===== src/rtl/ecall_write_streamer.sv =====
// Streams a byte buffer from data memory to an external device over a
// 4-phase strobe/ack handshake on behalf of a CPU write ecall.
module ecall_write_streamer #(
    parameter int MEMORY_BITS = 12,
    parameter int FIFO_DEPTH  = 4
) (
    input  logic                   clk,
    input  logic                   rst_n,
    input  logic                   write_ecall,
    input  logic [63:0]            write_ecall_address,
    input  logic [63:0]            write_ecall_len,
    output logic                   mem_rden,
    output logic [MEMORY_BITS-1:0] mem_addr,
    input  logic [63:0]            mem_q,
    output logic [7:0]             io_data,
    output logic                   io_strobe,
    input  logic                   io_ack,
    output logic                   write_ecall_finished,
    output logic                   busy
);

    localparam int PW = $clog2(FIFO_DEPTH);
    localparam int CW = PW + 1;
    localparam logic [CW:0] DEPTH_W = (CW + 1)'(FIFO_DEPTH);
    localparam logic [CW-1:0] FULL_C = CW'(FIFO_DEPTH);

    typedef enum logic [1:0] {
        IDLE,
        SEND,
        DONE
    } state_t;

    state_t                 state;
    logic [MEMORY_BITS-1:0] addr_q;
    logic [63:0]            len_q;
    logic [63:0]            read_offset;
    logic [63:0]            remaining;
    logic [63:0]            sent_count;
    logic                   rd_pending;
    logic                   loaded;
    logic                   ack_m;
    logic                   ack_s;

    logic [7:0]             fifo_mem [FIFO_DEPTH];
    logic [PW-1:0]          wr_ptr;
    logic [PW-1:0]          rd_ptr;
    logic [CW-1:0]          fifo_count;
    logic [CW:0]            occ;
    logic                   push;
    logic                   pop;

    logic                   unused_bits;
    assign unused_bits = ^{mem_q[63:8], write_ecall_address[63:MEMORY_BITS],
                           read_offset[63:MEMORY_BITS]};

    // Occupancy counts the read still in flight so the FIFO can never overflow.
    assign occ      = {1'b0, fifo_count} + {{CW{1'b0}}, rd_pending};
    assign mem_rden = (state == SEND) && (remaining != 64'd0) && (occ < DEPTH_W);
    assign mem_addr = addr_q + read_offset[MEMORY_BITS-1:0];
    assign push     = rd_pending;
    assign pop      = io_strobe && ack_s;

    always_ff @(posedge clk or negedge rst_n) begin
        if (!rst_n) begin
            ack_m <= 1'b0;
            ack_s <= 1'b0;
        end else begin
            ack_m <= io_ack;
            ack_s <= ack_m;
        end
    end

    always_ff @(posedge clk) begin
        if (push) begin
            fifo_mem[wr_ptr] <= mem_q[7:0];
        end
    end

    always_ff @(posedge clk or negedge rst_n) begin
        if (!rst_n) begin
            wr_ptr     <= '0;
            rd_ptr     <= '0;
            fifo_count <= '0;
        end else begin
            if (push) begin
                wr_ptr <= wr_ptr + 1'b1;
            end
            if (pop) begin
                rd_ptr <= rd_ptr + 1'b1;
            end
            if (push && !pop) begin
                fifo_count <= fifo_count + 1'b1;
            end else if (pop && !push) begin
                fifo_count <= fifo_count - 1'b1;
            end
        end
    end

    a_no_overflow: assert property (@(posedge clk) disable iff (!rst_n)
        !(push && !pop && (fifo_count == FULL_C)));

    always_ff @(posedge clk or negedge rst_n) begin
        if (!rst_n) begin
            state                <= IDLE;
            addr_q               <= '0;
            len_q                <= '0;
            read_offset          <= '0;
            remaining            <= '0;
            sent_count           <= '0;
            rd_pending           <= 1'b0;
            loaded               <= 1'b0;
            io_data              <= '0;
            io_strobe            <= 1'b0;
            write_ecall_finished <= 1'b1;
            busy                 <= 1'b0;
        end else begin
            rd_pending <= mem_rden;
            unique case (state)
                IDLE: begin
                    write_ecall_finished <= 1'b1;
                    busy                 <= 1'b0;
                    if (write_ecall) begin
                        addr_q               <= write_ecall_address[MEMORY_BITS-1:0];
                        len_q                <= write_ecall_len;
                        remaining            <= write_ecall_len;
                        read_offset          <= '0;
                        sent_count           <= '0;
                        loaded               <= 1'b0;
                        write_ecall_finished <= 1'b0;
                        if (write_ecall_len == 64'd0) begin
                            state <= DONE;
                        end else begin
                            state <= SEND;
                            busy  <= 1'b1;
                        end
                    end
                end
                SEND: begin
                    if (mem_rden) begin
                        remaining   <= remaining - 64'd1;
                        read_offset <= read_offset + 64'd1;
                    end
                    // Strobe/ack handshake: load, setup cycle, strobe, release.
                    if (io_strobe) begin
                        if (ack_s) begin
                            io_strobe  <= 1'b0;
                            loaded     <= 1'b0;
                            sent_count <= sent_count + 64'd1;
                        end
                    end else if (loaded) begin
                        io_strobe <= 1'b1;
                    end else if ((fifo_count != '0) && !ack_s) begin
                        io_data <= fifo_mem[rd_ptr];
                        loaded  <= 1'b1;
                    end
                    if (!io_strobe && !loaded && !ack_s && (sent_count == len_q)) begin
                        state                <= DONE;
                        write_ecall_finished <= 1'b1;
                        busy                 <= 1'b0;
                    end
                end
                DONE: begin
                    write_ecall_finished <= 1'b1;
                    busy                 <= 1'b0;
                    if (!write_ecall) begin
                        state <= IDLE;
                    end
                end
                default: begin
                    state <= IDLE;
                end
            endcase
        end
    end

endmodule

===== config.mk =====
export PLATFORM = sky130hd
export DESIGN_NAME = ecall_write_streamer
export DESIGN_NICKNAME = d
export VERILOG_FILES = /design/src/rtl/ecall_write_streamer.sv
export SDC_FILE = /design/constraint.sdc
export NUM_CORES = 1
export LEC_CHECK = 0
export CAP_MARGIN = 5
export CELL_PAD_IN_SITES_DETAIL_PLACEMENT = 1
export CELL_PAD_IN_SITES_GLOBAL_PLACEMENT = 1
export CORE_MARGIN = 1.5
export CORE_UTILIZATION = 35
export DETAILED_ROUTE_END_ITERATION = 8
export PLACE_DENSITY = 0.81
export SLEW_MARGIN = 0
export SYNTH_ARGS = -nofsm -noshare
export SYNTH_HDL_FRONTEND = slang
export SYNTH_SLANG_ARGS = --single-unit
export TNS_END_PERCENT = 5

===== constraint.sdc =====
create_clock -name clk -period 3 [get_ports clk]
set_clock_uncertainty 0.1 [all_clocks]
set_input_delay 0.45 -clock clk [delete_from_list [all_inputs] [get_ports clk]]
set_output_delay 0.45 -clock clk [all_outputs]
set_load 0.02 [all_outputs]

==> results of run 1 <==
## sequential cells by signal, summed over array words and instances, names as in the netlist, 2 cells and up
name,count
wr_ptr,2
len_q,64
sent_count,64
remaining,64
io_data,8
read_offset,12
fifo_count,3
addr_q,12
rd_ptr,2
fifo_mem,32
state,2
## worst max-delay path, delay by kind of cell, from the launching register on
family          cells  cell delay [ps]
compound gates      5              700
flops               1              430
fa+ha+maj           1              380
buf+inv             2              290
mux                 1              220
simple gates        1              190
## cell usage after synthesis (4+ instances only)
| cell type | count |
|---|---|
| xor2_1 | 89 |
| o21a_1 | 4 |
| o211ai_1 | 9 |
| xnor2_1 | 57 |
| nand4b_1 | 4 |
| o22ai_1 | 22 |
| buf_1 | 5 |
| nor2_1 | 134 |
| a32oi_1 | 5 |
| and3_1 | 14 |
| mux2_2 | 87 |
| and2_1 | 5 |
| nand2b_1 | 6 |
| and4_1 | 5 |
| nand2_1 | 93 |
| a31oi_1 | 5 |
| a211oi_1 | 5 |
| buf_2 | 9 |
| nand4_1 | 32 |
| a21oi_1 | 68 |
| mux4_2 | 8 |
| o21ai_0 | 60 |
| nor2b_1 | 11 |
| or3_1 | 26 |
| nor3_1 | 56 |
| a21o_1 | 4 |
| edfxtp_1 | 32 |
| nor4_1 | 55 |
| dfrtp_1 | 239 |
| or2_2 | 9 |
| clkbuf_1 | 51 |
| mux2i_1 | 4 |
| or4_1 | 12 |
| a221o_1 | 9 |
| nand3_1 | 46 |
| ha_1 | 23 |
| inv_1 | 23 |
## routing by layer
layer	GRT usage [%]	wire, um	part of all wire [%]
met5	0	0	0
met4	9.36	2210	4.2
met3	4.74	3520	6.8
met2	42.6	25700	50
met1	30.4	20500	39
## layout by cell type, fill, tap and decap left out, types with 5 or more instances in the layout
master           count
nand3_1             46
nor2_1             132
o211ai_1             9
buf_12               9
a221o_1              9
o22ai_1             22
nand4_1             32
a32oi_1              5
and2_1               5
clkinv_2             6
buf_4              126
a31oi_1              5
ha_1                18
xnor2_1             57
clkdlybuf4s50_1     99
clkbuf_16           31
xor2_1              89
nor4_2               8
clkinvlp_4           6
or2_2                9
nand2_1             90
mux2_2              87
edfxtp_1            32
or3_1               24
nand2b_1             6
or4_4                5
and4_1               5
a21oi_1             65
or4_1                9
nor3_2               8
and3_1              14
nor2b_1              9
dfrtp_1            239
a211oi_1             5
mux4_2               8
nor3_1              48
nor4_1              46
inv_1               22
o21ai_0             56
## stage by stage
| stage | area, um^2 | setup slack [ps] | TNS, ps |
|---|---|---|---|
| after floorplan | 14300 | 88.3 | 0 |
| after global placement | 16900 | -296 | -1370 |
| after detailed placement | 16900 | -313 | -2500 |
| after CTS | 17900 | -352 | -1530 |
| after global routing | 18200 | -463 | -2450 |
| final | 18200 | -344 | -1470 |
## cell families (layout without fill, tap and decap cells)
logic type / Yosys count / in the layout / synth area share (%)
flip-flops: 272 / 272 / 48.9
buffers and inverters: 90 / 325 / 2.51
adder cells (fa/ha/maj): 25 / 25 / 2.30
multiplexers: 99 / 99 / 8.41
AO/OA/AOI/OAI: 224 / 224 / 9.80
XOR/XNOR: 146 / 146 / 8.97
AND/OR/NAND/NOR: 528 / 528 / 19.2
## power groups by stage
stage          logic (W)  registers [W]  clock network [W]
2_1_floorplan    0.00390        0.00584                  0
3_3_place_gp     0.00631        0.00595                  0
3_5_place_dp     0.00668        0.00607                  0
4_1_cts          0.00669        0.00603            0.00395
5_1_grt          0.00737        0.00623            0.00409
6_report         0.00687        0.00608            0.00389
## cell type report
class | instances | area [um^2] | share of cell area (%)
flip-flops and latches | 272 | 6970 | 38.4
repair buffers | 246 | 2220 | 12.2
multi-input cells | 1022 | 7190 | 39.6
well taps | 525 | 657 | 3.62
inverters | 23 | 86.3 | 0.475
clock inverters | 22 | 233 | 1.28
clock buffers | 34 | 797 | 4.39
## worst paths after layout
kind	depth (start not counted)	startpoint	to	slack, ps
max	10	read_offset[1]$_DFFE_PN0P_	mem_addr[10]	-340
max in group asynchronous	3	rst_n	read_offset[1]$_DFFE_PN0P_	1590
min reg2reg	0	ack_m$_DFF_PN0_	ack_s$_DFF_PN0_	260
min	1	io_ack	ack_m$_DFF_PN0_	220
max reg2reg	8	remaining[30]$_DFFE_PN0P_	remaining[57]$_DFFE_PN0P_	-40
min in group asynchronous	2	rst_n	state[1]$_DFFE_PN0P_	350
## timing repair
action,4_1_cts,5_1_grt
hold buffers,1,0
resized for setup,54,42
pin swaps,6,12
setup endpoints to repair,24,73
buffers inserted,1,5
endpoints found under the hold margin,76,0
gates cloned,0,0
==> metrics.md, run 1 <==
| Metric | Value |
|---|---|
| Outcome | complete, but fails checks |
| Failing checks | setup timing |
| Psw | 0.00654 W |
| Syn_area_per_cell | 10.3 um^2 |
| Top-area cell type share of the netlist area | 41.9% |
| Final Setup Violations | 11 |
| CP arrival | 2790 ps |
| Max_slew headroom | 47.4% |
| Final HPWL DP | 37100 um |
| Iteration count of the initial detailed-routing pass | 5 |
| Share of cells above drive strength 1 | 22.0% |
| Min Clock Period, post-route | 3340 ps |
| Root buffer cell | clkbuf_16 |
| Row cnt | 73 |
| CP Launch Type | register |
| GPL Wtd Cong | 0.945 |
| Vias in the first global route | 13474 |
| Power Density | 927 nW/um^2 |
| FFs w/ async S/R, synth | 88.2% |
| Vias | 12519 |
| Final nets | 1816 |
| F_max | 299 MHz |
| Antenna viol nets, final | 0 |
| Leakage | 7.33 nW |
| Starting density of the core | 35.6% |
| I/O pin cnt | 220 |
| Combinational Power Share | 40.8% |
| Top post-synthesis cells by area | dfrtp_1 (42%), mux2_2 (6.9%), edfxtp_1 (6.7%) |
| Non-filler cells, final | 2144 |
| HP Class | primary input to register |
| Yosys cell types | 73 |
| Chip width | 205 um |
| IO Port Bufs | 111 |
| Power share of the sequential group | 36.1% |
| CTS tree | done |
| Switching Share | 38.9% |
| Synth area leader | dfrtp_1 |
| DRC Markers | 0 |
| Core area | 40000 um^2 |
| Util after Layout | 45.4% |
| Die area | 42000 um^2 |
| Power Total | 0.0168 W |
| Antenna fix cells | 0 |
| Period utilisation layout | 111% |
| Area Growth Syn to Fin | 27.3% |
| Most frequent CP cell | o21ai_2 |
| Via density | 5.84 |
| CP required | 2450 ps |
| Slowest CP cell | dfrtp_1 |
| Syn Nets | 1605 |
| WL/cell | 24.2 um |
| Share of the yosys chip area belonging to registers | 48.9% |
| # Max-Cap Violations | 0 |
| Synth Instances | 1384 |
| Clk pwr share | 23.1% |
| CP max FO | 3 |
| Clk buf depth | 3 |
| TritonCTS Buffers | 30 |
| Cell-internal power | 0.0103 W |
| Final hold viol count | 0 |
| Warnings from Yosys | 0 |
| Largest net degree at the start of global routing | 81 |
| Clock-pin transition on the worst setup and hold timing paths | 60 ps |
| Placed cell count | 2081 |
| First-pass GRT wire length | 79700 um |
| Total GRT Usage | 24.7% |
| PnR worst setup slack | -344 ps |
| Sink Count | 272 |
| Worst-skew pair later-pin latency | 580 ps |
| Antenna violations before repair | 0 |
| EDFF count, synth | 32 |
| Least-Margin Pin Slew | 790 ps |
| Crit-path max cell delay | 430 ps |
| Grt ovf | 0 |
| Critical Path End Type | output port |
| Max VDD drop | 0.553 mV |
| Worst hold slack | 223 ps |
| Fillers | 4411 |
| Initial DRC Count | 922 |
| Post-synthesis register bit count | 272 |
| RSZ-0062 raised after global routing | yes |
| Synthesized cell area | 14300 um^2 |
| Fin. max-slew vios | 0 |
| Die Ht | 205 um |
| Crit path kind | register to output port |
| DRT Wirelength | 51900 um |
| Synth Flop Type | dfrtp_1 |
| H-tree Lvls | 1 |
| Crit path cell chain | inv_1 -> fa_2 -> nor2b_1 -> o21ai_2 -> a21boi_2 -> o21ai_2 -> a21oi_2 -> mux2i_1 -> o2111ai_1 -> buf_4 |
Power figures use the tool's default switching activity.
==> run 2, diff against run 1 <==
- CAP_MARGIN: 5 -> 20
- SLEW_MARGIN: 0 -> 5
==> results of run 2 <==
The final DEF is identical to that of run 1; final timing and power are the same.
==> run 3, diff against run 2 <==
- CTS_CLUSTER_SIZE: default -> 8
==> metrics.md, run 3 (synthesized netlist as in run 1, its figures left out) <==
| Metric | Value |
|---|---|
| Psw | 0.00656 W |
| Least-Margin Pin Slew | 788 ps |
| DRC Markers | 0 |
| Leakage | 7.36 nW |
| Clock-pin transition on the worst setup and hold timing paths | 50 ps |
| Failing checks | setup timing |
| Fillers | 4409 |
| Switching Share | 38.5% |
| PnR worst setup slack | -282 ps |
| CP arrival | 2730 ps |
| Root buffer cell | clkbuf_16 |
| CP max FO | 6 |
| Vias in the first global route | 13442 |
| Setup_tns | -788 ps |
| Largest registers in the final layout | len_q x64, remaining x64, sent_count x64 |
| Min Clock Period, post-route | 3280 ps |
| Chip width | 205 um |
| Die Ht | 205 um |
| IO Port Bufs | 111 |
| Final hold viol count | 0 |
| GPL Wtd Cong | 0.945 |
| Outcome | complete, but fails checks |
| Max VDD drop | 0.500 mV |
| Power Density | 936 nW/um^2 |
| Grt ovf | 0 |
| Die area | 42000 um^2 |
| Core area | 40000 um^2 |
| Antenna fix cells | 0 |
| HP Class | register to register |
| H-tree Lvls | 2 |
| Commonest non-fill, non-tap cell in the layout | dfrtp_1 |
| Final HPWL DP | 37100 um |
| Largest net degree at the start of global routing | 81 |
| First-pass GRT wire length | 78700 um |
| I/O pin cnt | 220 |
| Clk buf depth | 3 |
| F_max | 305 MHz |
| Total GRT Usage | 24.5% |
| Worst-skew pair later-pin latency | 550 ps |
| WL/cell | 23.8 um |
| Critical Path End Type | output port |
| Crit path kind | register to output port |
| Power share of the sequential group | 35.7% |
| CP Launch Type | register |
| RSZ-0062 raised after global routing | yes |
| Power Total | 0.0170 W |
| Max_slew headroom | 47.5% |
| Iteration count of the initial detailed-routing pass | 5 |
| Antenna violations before repair | 0 |
| Via density | 5.83 |
| Row cnt | 73 |
| Clk pwr share | 24.1% |
| Cell-internal power | 0.0105 W |
| Starting density of the core | 35.6% |
| Period utilisation layout | 109% |
| DRT Wirelength | 51000 um |
| Final nets | 1823 |
| Sink Count | 272 |
| Antenna viol nets, final | 0 |
| Area Growth Syn to Fin | 27.6% |
| Fin. max-slew vios | 0 |
| Initial DRC Count | 831 |
| Combinational Power Share | 40.2% |
| CTS tree | done |
| TritonCTS Buffers | 40 |
| Final Setup Violations | 8 |
| Vias | 12499 |
| Most frequent cells in the layout | dfrtp_1 (239), nor2_1 (132), buf_4 (124) |
| Share of cells above drive strength 1 | 21.1% |
| # Max-Cap Violations | 0 |
| CP required | 2450 ps |
==> run 3: cell count changes in the layout (fill, tap and decap cells not counted), moves of 3 or more <==
cell and change:
nor3_1 +3, nor3_2 -3, clkbuf_16 +9, nor4_2 -3
clkinv_8 +3, clkinv_1 -3, clkinvlp_4 -6, bufinv_16 -4
clkbuf_1 +12, clkinv_2 -6
==> run 3: path summary, 6_finish.rpt <==
check	start	to	slack, ps	cells past startpoint
max reg2reg	remaining[30]$_DFFE_PN0P_	remaining[32]$_DFFE_PN0P_	-40	8
min in group asynchronous	rst_n	remaining[22]$_DFFE_PN0P_	410	2
min reg2reg	ack_m$_DFF_PN0_	ack_s$_DFF_PN0_	260	0
max	remaining[30]$_DFFE_PN0P_	mem_rden	-280	6
min	ack_m$_DFF_PN0_	ack_s$_DFF_PN0_	260	0
max in group asynchronous	rst_n	len_q[56]$_DFFE_PN0P_	1550	3
==> run 3: area by class of cell <==
type	count	area, um^2	share of cell area (%)
Multi-Input combinational cell	1022	7170	39.4
Sequential cell	272	6970	38.3
Timing Repair Buffer	243	2210	12.1
Clock buffer	54	1050	5.79
Tap cell	525	657	3.61
Inverter	23	86.3	0.474
Clock inverter	4	57.6	0.316
==> run 3: layer usage <==
layer / vias up / share of wire [%] / wire length, um / global-route usage (%)
li1: 5485 / - / - / -
met1: 6435 / 41 / 20800 / 30.5
met2: 448 / 49 / 25100 / 42.1
met3: 131 / 6.0 / 3080 / 4.50
met4: 0 / 3.8 / 1920 / 9.25
met5: - / 0 / 0 / 0
==> run 3: timing repair <==
action,CTS,global route
endpoints found under the hold margin,76,0
pin swaps,9,8
setup endpoints to repair,25,59
setup buffers,3,0
gates resized for setup,57,31
hold buffers,1,0
==> run 3: worst max-delay path: stages (launching register included) <==
cell and delay [ps]:
dfrtp_1 400, or4_4 520, or4_4 500, nor4_2 260, buf_4 190, a31oi_1 120
buf_2 200
==> run 3: per-stage QoR <==
| step | area, um^2 | std cells | setup WS (ps) | hold slack, ps | util [%] |
|---|---|---|---|---|---|
| after CTS | 18100 | 2143 | -305 | 254 | 45.2 |
| after global placement | 16900 | 2081 | -296 | 241 | 42.2 |
| after global routing | 18200 | 2143 | -354 | 261 | 45.5 |
| final | 18200 | 2143 | -282 | 256 | 45.5 |
| after floorplan | 14300 | 1384 | 88.3 | 54.4 | - |
| after detailed placement | 16900 | 2081 | -313 | 255 | 42.2 |
==> run 3: power groups by stage <==
stage / clock network [W] / registers [W] / logic [W]
2_1_floorplan: 0 / 0.00584 / 0.00390
3_3_place_gp: 0 / 0.00595 / 0.00631
3_5_place_dp: 0 / 0.00607 / 0.00668
4_1_cts: 0.00418 / 0.00605 / 0.00678
5_1_grt: 0.00433 / 0.00623 / 0.00734
6_report: 0.00411 / 0.00607 / 0.00685
